==> src/rtl/data_mem_arbiter_if.sv <==
// Requester and data-memory signal bundle for data_mem_arbiter.
// The slave modport is the arbiter's view; the master modport is the requester/memory side.
// Combinational wires only; no storage lives here.
interface data_mem_arbiter_if #(
    parameter int ADDR_W = 16,
    parameter int DATA_W = 16
);
    // Port 0 (CPU load/store stage)
    logic              req0;
    logic              we0;
    logic [ADDR_W-1:0] addr0;
    logic [DATA_W-1:0] wdata0;
    logic              done0;

    // Port 1 (loader/debug DMA)
    logic              req1;
    logic              we1;
    logic [ADDR_W-1:0] addr1;
    logic [DATA_W-1:0] wdata1;
    logic              done1;

    // Shared response
    logic [DATA_W-1:0] rdata;
    logic              err;

    // Data memory pins
    logic [ADDR_W-1:0] mem_addr;
    logic [DATA_W-1:0] mem_wdata;
    logic              mem_write;
    logic              mem_load;
    logic [DATA_W-1:0] mem_rdata;

    modport slave (
        input  req0, we0, addr0, wdata0,
        input  req1, we1, addr1, wdata1,
        input  mem_rdata,
        output done0, done1, rdata, err,
        output mem_addr, mem_wdata, mem_write, mem_load
    );

    modport master (
        output req0, we0, addr0, wdata0,
        output req1, we1, addr1, wdata1,
        output mem_rdata,
        input  done0, done1, rdata, err,
        input  mem_addr, mem_wdata, mem_write, mem_load
    );
endinterface

==> src/rtl/data_mem_arbiter.sv <==
// Round-robin arbiter sharing one single-port data memory between two requesters.
// Latency: req sampled at edge N, memory strobe in cycle N+1, done pulse in cycle N+2.
// Backpressure: requesters hold req until done; one access in flight, at most 1 per 3 cycles.
module data_mem_arbiter #(
    parameter int ADDR_W = 16,
    parameter int DATA_W = 16,
    parameter int DEPTH  = 128
) (
    input  logic               clk,
    input  logic               rst,
    data_mem_arbiter_if.slave  bus
);

    // One extra bit so DEPTH == 2**ADDR_W still compares correctly.
    localparam logic [ADDR_W:0] DEPTH_W = (ADDR_W + 1)'(DEPTH);

    typedef enum logic [1:0] {
        IDLE   = 2'd0,
        ACCESS = 2'd1,
        RESP   = 2'd2
    } state_t;

    state_t            state;
    logic              rr_q;        // port favoured when both request
    logic              win_q;       // id of the port being served
    logic              we_q;
    logic              in_range_q;
    logic [ADDR_W-1:0] addr_q;
    logic [DATA_W-1:0] wdata_q;
    logic [DATA_W-1:0] rdata_q;
    logic              done0_q;
    logic              done1_q;
    logic              err_q;
    logic              mem_write_q;
    logic              mem_load_q;

    logic              grant_vld;
    logic              grant_id;
    logic              sel_we;
    logic [ADDR_W-1:0] sel_addr;
    logic [DATA_W-1:0] sel_wdata;
    logic              sel_in_range;

    // Pick the winner among the live requests and mux its command fields.
    always_comb begin
        grant_vld    = bus.req0 | bus.req1;
        grant_id     = (bus.req0 & bus.req1) ? rr_q : bus.req1;
        sel_we       = grant_id ? bus.we1    : bus.we0;
        sel_addr     = grant_id ? bus.addr1  : bus.addr0;
        sel_wdata    = grant_id ? bus.wdata1 : bus.wdata0;
        sel_in_range = ({1'b0, sel_addr} < DEPTH_W);
    end

    // Access sequencer: latch the winner in IDLE, strobe memory in ACCESS, report in RESP.
    // Strobes and done/err are registered so requester inputs cannot glitch them.
    always_ff @(posedge clk or negedge rst) begin
        if (!rst) begin
            state       <= IDLE;
            rr_q        <= 1'b0;
            win_q       <= 1'b0;
            we_q        <= 1'b0;
            in_range_q  <= 1'b0;
            addr_q      <= '0;
            wdata_q     <= '0;
            rdata_q     <= '0;
            done0_q     <= 1'b0;
            done1_q     <= 1'b0;
            err_q       <= 1'b0;
            mem_write_q <= 1'b0;
            mem_load_q  <= 1'b0;
        end else begin
            done0_q     <= 1'b0;
            done1_q     <= 1'b0;
            err_q       <= 1'b0;
            mem_write_q <= 1'b0;
            mem_load_q  <= 1'b0;
            case (state)
                IDLE: begin
                    if (grant_vld) begin
                        win_q       <= grant_id;
                        we_q        <= sel_we;
                        addr_q      <= sel_addr;
                        wdata_q     <= sel_wdata;
                        in_range_q  <= sel_in_range;
                        mem_write_q <= sel_we & sel_in_range;
                        mem_load_q  <= ~sel_we & sel_in_range;
                        // Only a contested grant moves the pointer.
                        if (bus.req0 & bus.req1) begin
                            rr_q <= ~grant_id;
                        end
                        state <= ACCESS;
                    end
                end
                ACCESS: begin
                    if (!in_range_q) begin
                        rdata_q <= '0;
                    end else if (!we_q) begin
                        rdata_q <= bus.mem_rdata;
                    end
                    done0_q <= ~win_q;
                    done1_q <= win_q;
                    err_q   <= ~in_range_q;
                    state   <= RESP;
                end
                RESP: begin
                    state <= IDLE;
                end
                default: begin
                    state <= IDLE;
                end
            endcase
        end
    end

    assign bus.done0     = done0_q;
    assign bus.done1     = done1_q;
    assign bus.err       = err_q;
    assign bus.rdata     = rdata_q;
    assign bus.mem_addr  = addr_q;
    assign bus.mem_wdata = wdata_q;
    assign bus.mem_write = mem_write_q;
    assign bus.mem_load  = mem_load_q;

endmodule
==> src/flat_wrapper.sv <==
// flat-port wrapper written by rule: the top's interface ports become plain ports
module data_mem_arbiter_flat 
#(
    parameter int ADDR_W = 16,
    parameter int DATA_W = 16,
    parameter int DEPTH  = 128
)
  (clk, rst, bus_req0, bus_we0, bus_addr0, bus_wdata0, bus_req1, bus_we1, bus_addr1, bus_wdata1, bus_mem_rdata, bus_done0, bus_done1, bus_rdata, bus_err, bus_mem_addr, bus_mem_wdata, bus_mem_write, bus_mem_load);
  data_mem_arbiter_if #(.ADDR_W(ADDR_W), .DATA_W(DATA_W)) bus_i ();
  input  logic clk;
  input  logic rst;
  input wire logic [$bits(bus_i.req0)-1:0] bus_req0;
  input wire logic [$bits(bus_i.we0)-1:0] bus_we0;
  input wire logic [$bits(bus_i.addr0)-1:0] bus_addr0;
  input wire logic [$bits(bus_i.wdata0)-1:0] bus_wdata0;
  input wire logic [$bits(bus_i.req1)-1:0] bus_req1;
  input wire logic [$bits(bus_i.we1)-1:0] bus_we1;
  input wire logic [$bits(bus_i.addr1)-1:0] bus_addr1;
  input wire logic [$bits(bus_i.wdata1)-1:0] bus_wdata1;
  input wire logic [$bits(bus_i.mem_rdata)-1:0] bus_mem_rdata;
  output wire logic [$bits(bus_i.done0)-1:0] bus_done0;
  output wire logic [$bits(bus_i.done1)-1:0] bus_done1;
  output wire logic [$bits(bus_i.rdata)-1:0] bus_rdata;
  output wire logic [$bits(bus_i.err)-1:0] bus_err;
  output wire logic [$bits(bus_i.mem_addr)-1:0] bus_mem_addr;
  output wire logic [$bits(bus_i.mem_wdata)-1:0] bus_mem_wdata;
  output wire logic [$bits(bus_i.mem_write)-1:0] bus_mem_write;
  output wire logic [$bits(bus_i.mem_load)-1:0] bus_mem_load;
  assign bus_i.req0 = bus_req0;
  assign bus_i.we0 = bus_we0;
  assign bus_i.addr0 = bus_addr0;
  assign bus_i.wdata0 = bus_wdata0;
  assign bus_i.req1 = bus_req1;
  assign bus_i.we1 = bus_we1;
  assign bus_i.addr1 = bus_addr1;
  assign bus_i.wdata1 = bus_wdata1;
  assign bus_i.mem_rdata = bus_mem_rdata;
  assign bus_done0 = bus_i.done0;
  assign bus_done1 = bus_i.done1;
  assign bus_rdata = bus_i.rdata;
  assign bus_err = bus_i.err;
  assign bus_mem_addr = bus_i.mem_addr;
  assign bus_mem_wdata = bus_i.mem_wdata;
  assign bus_mem_write = bus_i.mem_write;
  assign bus_mem_load = bus_i.mem_load;
  data_mem_arbiter #(.ADDR_W(ADDR_W), .DATA_W(DATA_W), .DEPTH(DEPTH)) u_core (.clk(clk), .rst(rst), .bus(bus_i));
endmodule
==> config.mk <==
export PLATFORM = sky130hd
export DESIGN_NAME = data_mem_arbiter_flat
export DESIGN_NICKNAME = d
export VERILOG_FILES = /design/src/rtl/data_mem_arbiter_if.sv /design/src/rtl/data_mem_arbiter.sv /design/src/flat_wrapper.sv
export SDC_FILE = /design/constraint.sdc
export NUM_CORES = 1
export LEC_CHECK = 0
export ABC_AREA = 1
export CAP_MARGIN = 20
export CORE_ASPECT_RATIO = 0.7
export CORE_UTILIZATION = 39
export CTS_CLUSTER_SIZE = 8
export DETAILED_ROUTE_END_ITERATION = 16
export PLACE_DENSITY = 0.87
export SLEW_MARGIN = 20
export SYNTH_ARGS = -nofsm -noshare
export SYNTH_HDL_FRONTEND = slang
export SYNTH_SLANG_ARGS = --single-unit
==> constraint.sdc <==
create_clock -name clk -period 1.8 [get_ports clk]
set_clock_uncertainty 0.2 [all_clocks]
set_input_delay 0.36 -clock clk [delete_from_list [all_inputs] [get_ports clk]]
set_output_delay 0.36 -clock clk [all_outputs]
set_load 0.01 [all_outputs]
**Yosys cells after proc, flatten, opt, wreduce, memory -nomap -nowiden**

Cells that the tools add are included.

- Register bits: 59
- Word-level logic and storage cells: 44

- Bitwise gates (word level): 8
- Muxes and demuxes: 15
- Equality and inequality tests: 3
- Reduce and logical (&&, ||, !) cells: 4
- Magnitude comparators: 1

Operators by type and width:

| operator | number |
|---|---|
| two-way mux 16 bit | 4 |
| < comparator 16 x 8 -> 1 bit, second input constant | 1 |
| two-way mux 1 bit | 9 |
| inverter 1 bit | 4 |
| one-hot mux 2 bit (2 select lines) | 1 |
| AND reduction 2 bit | 2 |
| bitwise AND 1 bit | 3 |
| AND reduction 3 bit | 1 |
| equality test 2 x 1 -> 1 bit, second input constant | 1 |
| logical NOT 2 bit | 1 |
| two-way mux 2 bit | 1 |
| != test 2 x 1 -> 1 bit, second input constant | 1 |
| != test 2 bit, second input constant | 1 |
| OR 1 bit | 1 |

**Longest topological paths before layout**

- Depth after elaboration: 7
- Gate-level depth with buffers: 10
- Gate-level depth less buffers: 9

**Worst setup path after synthesis**

No wires, ideal clock.

- Kind: reg2reg
- Start point: register u_core.state[1]
- End point: register u_core.rdata_q[0] (netlist: u_core.bus.rdata[0])
- Clock period less this slack: 1.487 ns
- Setup time: 0.130 ns
- Buffers on the path: 1
- Arrival time: 1.157 ns
- Setup slack: 0.313 ns
- Required time: 1.470 ns
- Cell stages (with the launch flop): 6
- Path through: dfrtp_1 -> nor2_1 -> inv_1 -> a21oi_1 -> clkbuf_1 -> o21ai_0

- Longest elaborated chain between the ends: 2

Ends and longest elaborated chain:

| what | RTL line | RTL |
|---|---|---|
| start: declaration | data_mem_arbiter.sv:23 | `state_t state;` |
| start signal: assignment | data_mem_arbiter.sv:58 | `state <= IDLE;` |
| start signal: assignment | data_mem_arbiter.sv:91 | `state <= ACCESS;` |
| start signal: assignment | data_mem_arbiter.sv:103 | `state <= RESP;` |
| equality test 2 x 1 -> 1 bit | data_mem_arbiter.sv:77 | `case (state)` |
| AND reduction 2 bit (no line) | - |  |
| end signal: assignment | data_mem_arbiter.sv:98 | `rdata_q <= bus.mem_rdata;` |
| end: declaration | data_mem_arbiter.sv:30 | `logic [DATA_W-1:0] rdata_q;` |

Every way passes these cells.
A chain may end at the register's enable or synchronous reset.

**Worst setup path after layout**

- Start point: register u_core.addr_q[7] (netlist: u_core.bus.mem_addr[7])
- End point: output bus_mem_addr[7]

RTL lines:

| what | RTL line | RTL |
|---|---|---|
| start: declaration | data_mem_arbiter.sv:28 | `logic [ADDR_W-1:0] addr_q;` |
| start signal: assignment | data_mem_arbiter.sv:82 | `addr_q <= sel_addr;` |
| end: declaration | flat_wrapper.sv:25 | `output wire logic [$bits(bus_i.mem_addr)-1:0] bus_mem_addr;` |

No word-level cell between the ends.

==> flow_metrics.py <==
metrics = {
    "job": {
        "maxCapViolations": 0,
    },
    "sta": {
        "whs_ps": 245,
        "min_period_ps": 1760,
        "max_freq_ghz": 0.570,
        "drv_slew": 0,
        "setup_violations": 0,
        "slew_headroom_pct": 79.5,
        "finalHoldViolCount": 0,
        "finalCritPeriodShare_pct": 97.5,
        "worst_pin_slew_ps": 308,
        "grt_setup_unrepaired": "no",
    },
    "global_route": {
        "grt.total_usage_pct": 22.8,
        "antenna_found_initial": 0,
        "grt_pass1_wl_um": 12400,
        "grt_max_degree": 60,
        "gr-total-overflow": 0,
        "grt_pass1_vias": 2728,
    },
    "drt": {
        "wl_per_cell_um": 13.4,
        "drt.antenna.violating_nets": 0,
        "dr.first_iter.drc_count": 84,
        "routed_via_density": 4.75,
        "drc": 0,
        "routed_wl_um": 7520,
        "firstDrtPassIters": 4,
        "vias": 2655,
    },
    "final_layout": {
        "area_growth_syn_to_layout_pct": 70.9,
        "final_cells": 559,
        "drive_gt1_share_pct": 9.40,
        "final_util_pct": 70.3,
        "layout_commonest_cell": "clkdlybuf4s50_1",
        "layout_common_cells": "clkdlybuf4s50_1 (92), nand2_1 (59), dfrtp_1 (59), a21oi_1 (48), nor2_1 (34)",
        "nets": 549,
        "diodes": 0,
    },
    "placed_design": {
        "dp_hpwl_um": 5540,
        "placed_cells": 542,
        "portBuffers": 138,
        "gp_congestion": 0.796,
    },
    "pwr": {
        "power_frac_comb_pct": 43.0,
        "swShare_pct": 35.4,
        "internal-power_mw": 3.71,
        "clkPwrFrac_pct": 22.0,
        "p_switching_mw": 2.03,
        "p_leak_nw": 2.31,
        "ir_drop_mv": 0.693,
        "power.density_nw_per_um2": 1280,
        "p_seq_share_pct": 35.0,
    },
    "clock_tree": {
        "htree_levels": 3,
        "cts_setup_buffers": 0,
        "clk_pin_slew_worst_paths_ps": 60,
        "worstSkewPairLatency_ps": 310,
        "numCtsBuffers": 9,
        "cts_root_buffer": "clkbuf_8",
        "clockBufferDepth": 2,
        "clock_sinks": 59,
        "cts_tree": "done",
    },
    "synthesis": {
        "synthCells": 308,
        "synth_nets": 394,
        "yosysWarnings": 0,
        "seq_area_frac_synth_pct": 56.4,
        "synth-simple-area-share_pct": 20.2,
        "synth_top_family_by_area": "simple AND/OR/NAND/NOR gates",
        "synth_xor_area_share_pct": 0,
        "synth_area_per_cell_um2": 8.50,
        "synth-seq-cells": 59,
        "synth_cell_type_count": 20,
        "synth_area_um2": 2620,
        "synth_compound_area_share_pct": 15.5,
        "synth.area.mux_share_pct": 0,
        "yosys.area_share.adder_pct": 0,
    },
    "worst_setup_path": {
        "path_buf_inv": 1,
        "crit_chain": "clkdlybuf4s50_1",
        "worst_setup_path_end_kind": "primary output",
        "startpoint_type": "register",
        "slowest_delay_ps": 540,
        "cp_max_fo": 2,
        "required_ps": 1240,
        "critPathTopFamily": "buffers and inverters",
        "cp_slowest_cell": "clkdlybuf4s50_1",
        "crit_type": "reg2out",
        "cp_data_arrival_time_ps": 1200,
    },
    "die": {
        "pin_count": 139,
        "die-area_um2": 7050,
        "core_area_um2": 6370,
        "start_util_pct": 41.1,
        "rows": 24,
        "dieWidth_um": 99.9,
        "dieHeight_um": 70.6,
    },
    "outcome": {
        "status": "completed",
    },
    "min_path": {
        "worstHoldPathType": "reg2reg",
    },
}
==> kinds of logic (layout without fill, tap and decap cells) <==
| group | Yosys count | after routing |
|---|---|---|
| simple gates | 122 | 122 |
| compound gates | 78 | 78 |
| buf+inv | 49 | 209 |
| flops | 59 | 59 |
==> flip-flops by register name, indices dropped and copies added (netlist names), 2 cells and up <==
register,flops
u_core.bus.mem_wdata,16
u_core.bus.rdata,16
u_core.state,2
u_core.bus.mem_addr,16
==> cells in the mapped netlist <==
cell type | n | area share, %
a21oi_1 | 48 | 9.2
a21oi_4 | 1 | 0.62
buf_1 | 1 | 0.14
buf_2 | 7 | 1.3
buf_4 | 2 | 0.57
buf_6 | 1 | 0.43
clkbuf_1 | 5 | 0.72
dfrtp_1 | 59 | 56
inv_1 | 32 | 4.6
inv_2 | 1 | 0.14
nand2_1 | 59 | 8.5
nand2_4 | 2 | 0.86
nand3_1 | 18 | 3.4
nand3_2 | 1 | 0.38
nand3b_1 | 6 | 1.7
nor2_1 | 34 | 4.9
nor2_2 | 1 | 0.24
o21ai_0 | 28 | 5.4
o21ai_2 | 1 | 0.33
or2_2 | 1 | 0.24
==> power groups by stage <==
| stage | combinational [mW] | sequential [mW] | clock, mW |
|---|---|---|---|
| 6_report | 2.47 | 2.01 | 1.26 |
| 4_1_cts | 2.54 | 2.02 | 1.29 |
| 2_1_floorplan | 1.01 | 2.20 | 0 |
| 3_3_place_gp | 2.55 | 2.02 | 0 |
| 5_1_grt | 2.73 | 2.07 | 1.35 |
| 3_5_place_dp | 2.62 | 2.05 | 0 |
==> area by class of cell <==
type / instances / area (um^2)
Clock buffer: 11 / 131
Clock inverter: 5 / 77.6
Fill cell: 491 / 1890
Inverter: 33 / 124
Multi-Input combinational cell: 200 / 942
Sequential cell: 59 / 1480
Tap cell: 91 / 114
Timing Repair Buffer: 160 / 1610
==> routing by layer <==
| metal | GRT usage [%] | wire length (um) | vias up |
|---|---|---|---|
| li1 | - | - | 1307 |
| met2 | 38.6 | 3550 | 107 |
| met4 | 8.17 | 126 | 0 |
| met1 | 26.2 | 3150 | 1229 |
| met3 | 9.49 | 691 | 12 |
| met5 | 0 | 0 | - |
==> worst reg2reg max path, delay by kind of cell (launching register included) <==
kind	cells	cell delay, ps
DFF	1	370
AOI/OAI and AO/OA	2	350
and+or+nand+nor	4	540
buffers and inverters	1	90
==> path summary, 6_finish.rpt <==
path | from | endpoint | slack, ps | depth (start not counted)
worst max-delay path | u_core.bus.mem_addr[7]$_DFFE_PN0P_ | bus_mem_addr[7] | 40 | 1
worst min-delay path | u_core.state[1]$_DFFE_PN0P_ | u_core.state[1]$_DFFE_PN0P_ | 240 | 1
worst max register to register | u_core.state[1]$_DFFE_PN0P_ | u_core.bus.mem_write$_DFF_PN0_ | 180 | 7
worst min register to register | u_core.state[1]$_DFFE_PN0P_ | u_core.state[1]$_DFFE_PN0P_ | 240 | 1
max in group asynchronous | rst | u_core.bus.mem_addr[6]$_DFFE_PN0P_ | 770 | 3
min in group asynchronous | rst | u_core.bus.mem_addr[11]$_DFFE_PN0P_ | 370 | 3
==> stage by stage <==
stage,worst slack [ps],cell area (um^2),setup TNS (ps),power [mW]
after floorplan,313,2620,0,3.21
after global placement,-210,4200,-5790,4.57
after detailed placement,-312,4200,-8680,4.67
after CTS,0.627,4400,0,5.85
after global routing,0.502,4470,0,6.15
final,44.7,4470,0,5.74
==> what timing repair did <==
action	in CTS	in global routing
hold endpoints to repair	59	0
endpoints found under the setup margin	16	36
gates resized for setup	16	29
pin swaps	0	0
hold buffers	1	0
(Power assumes the default switching activity.)
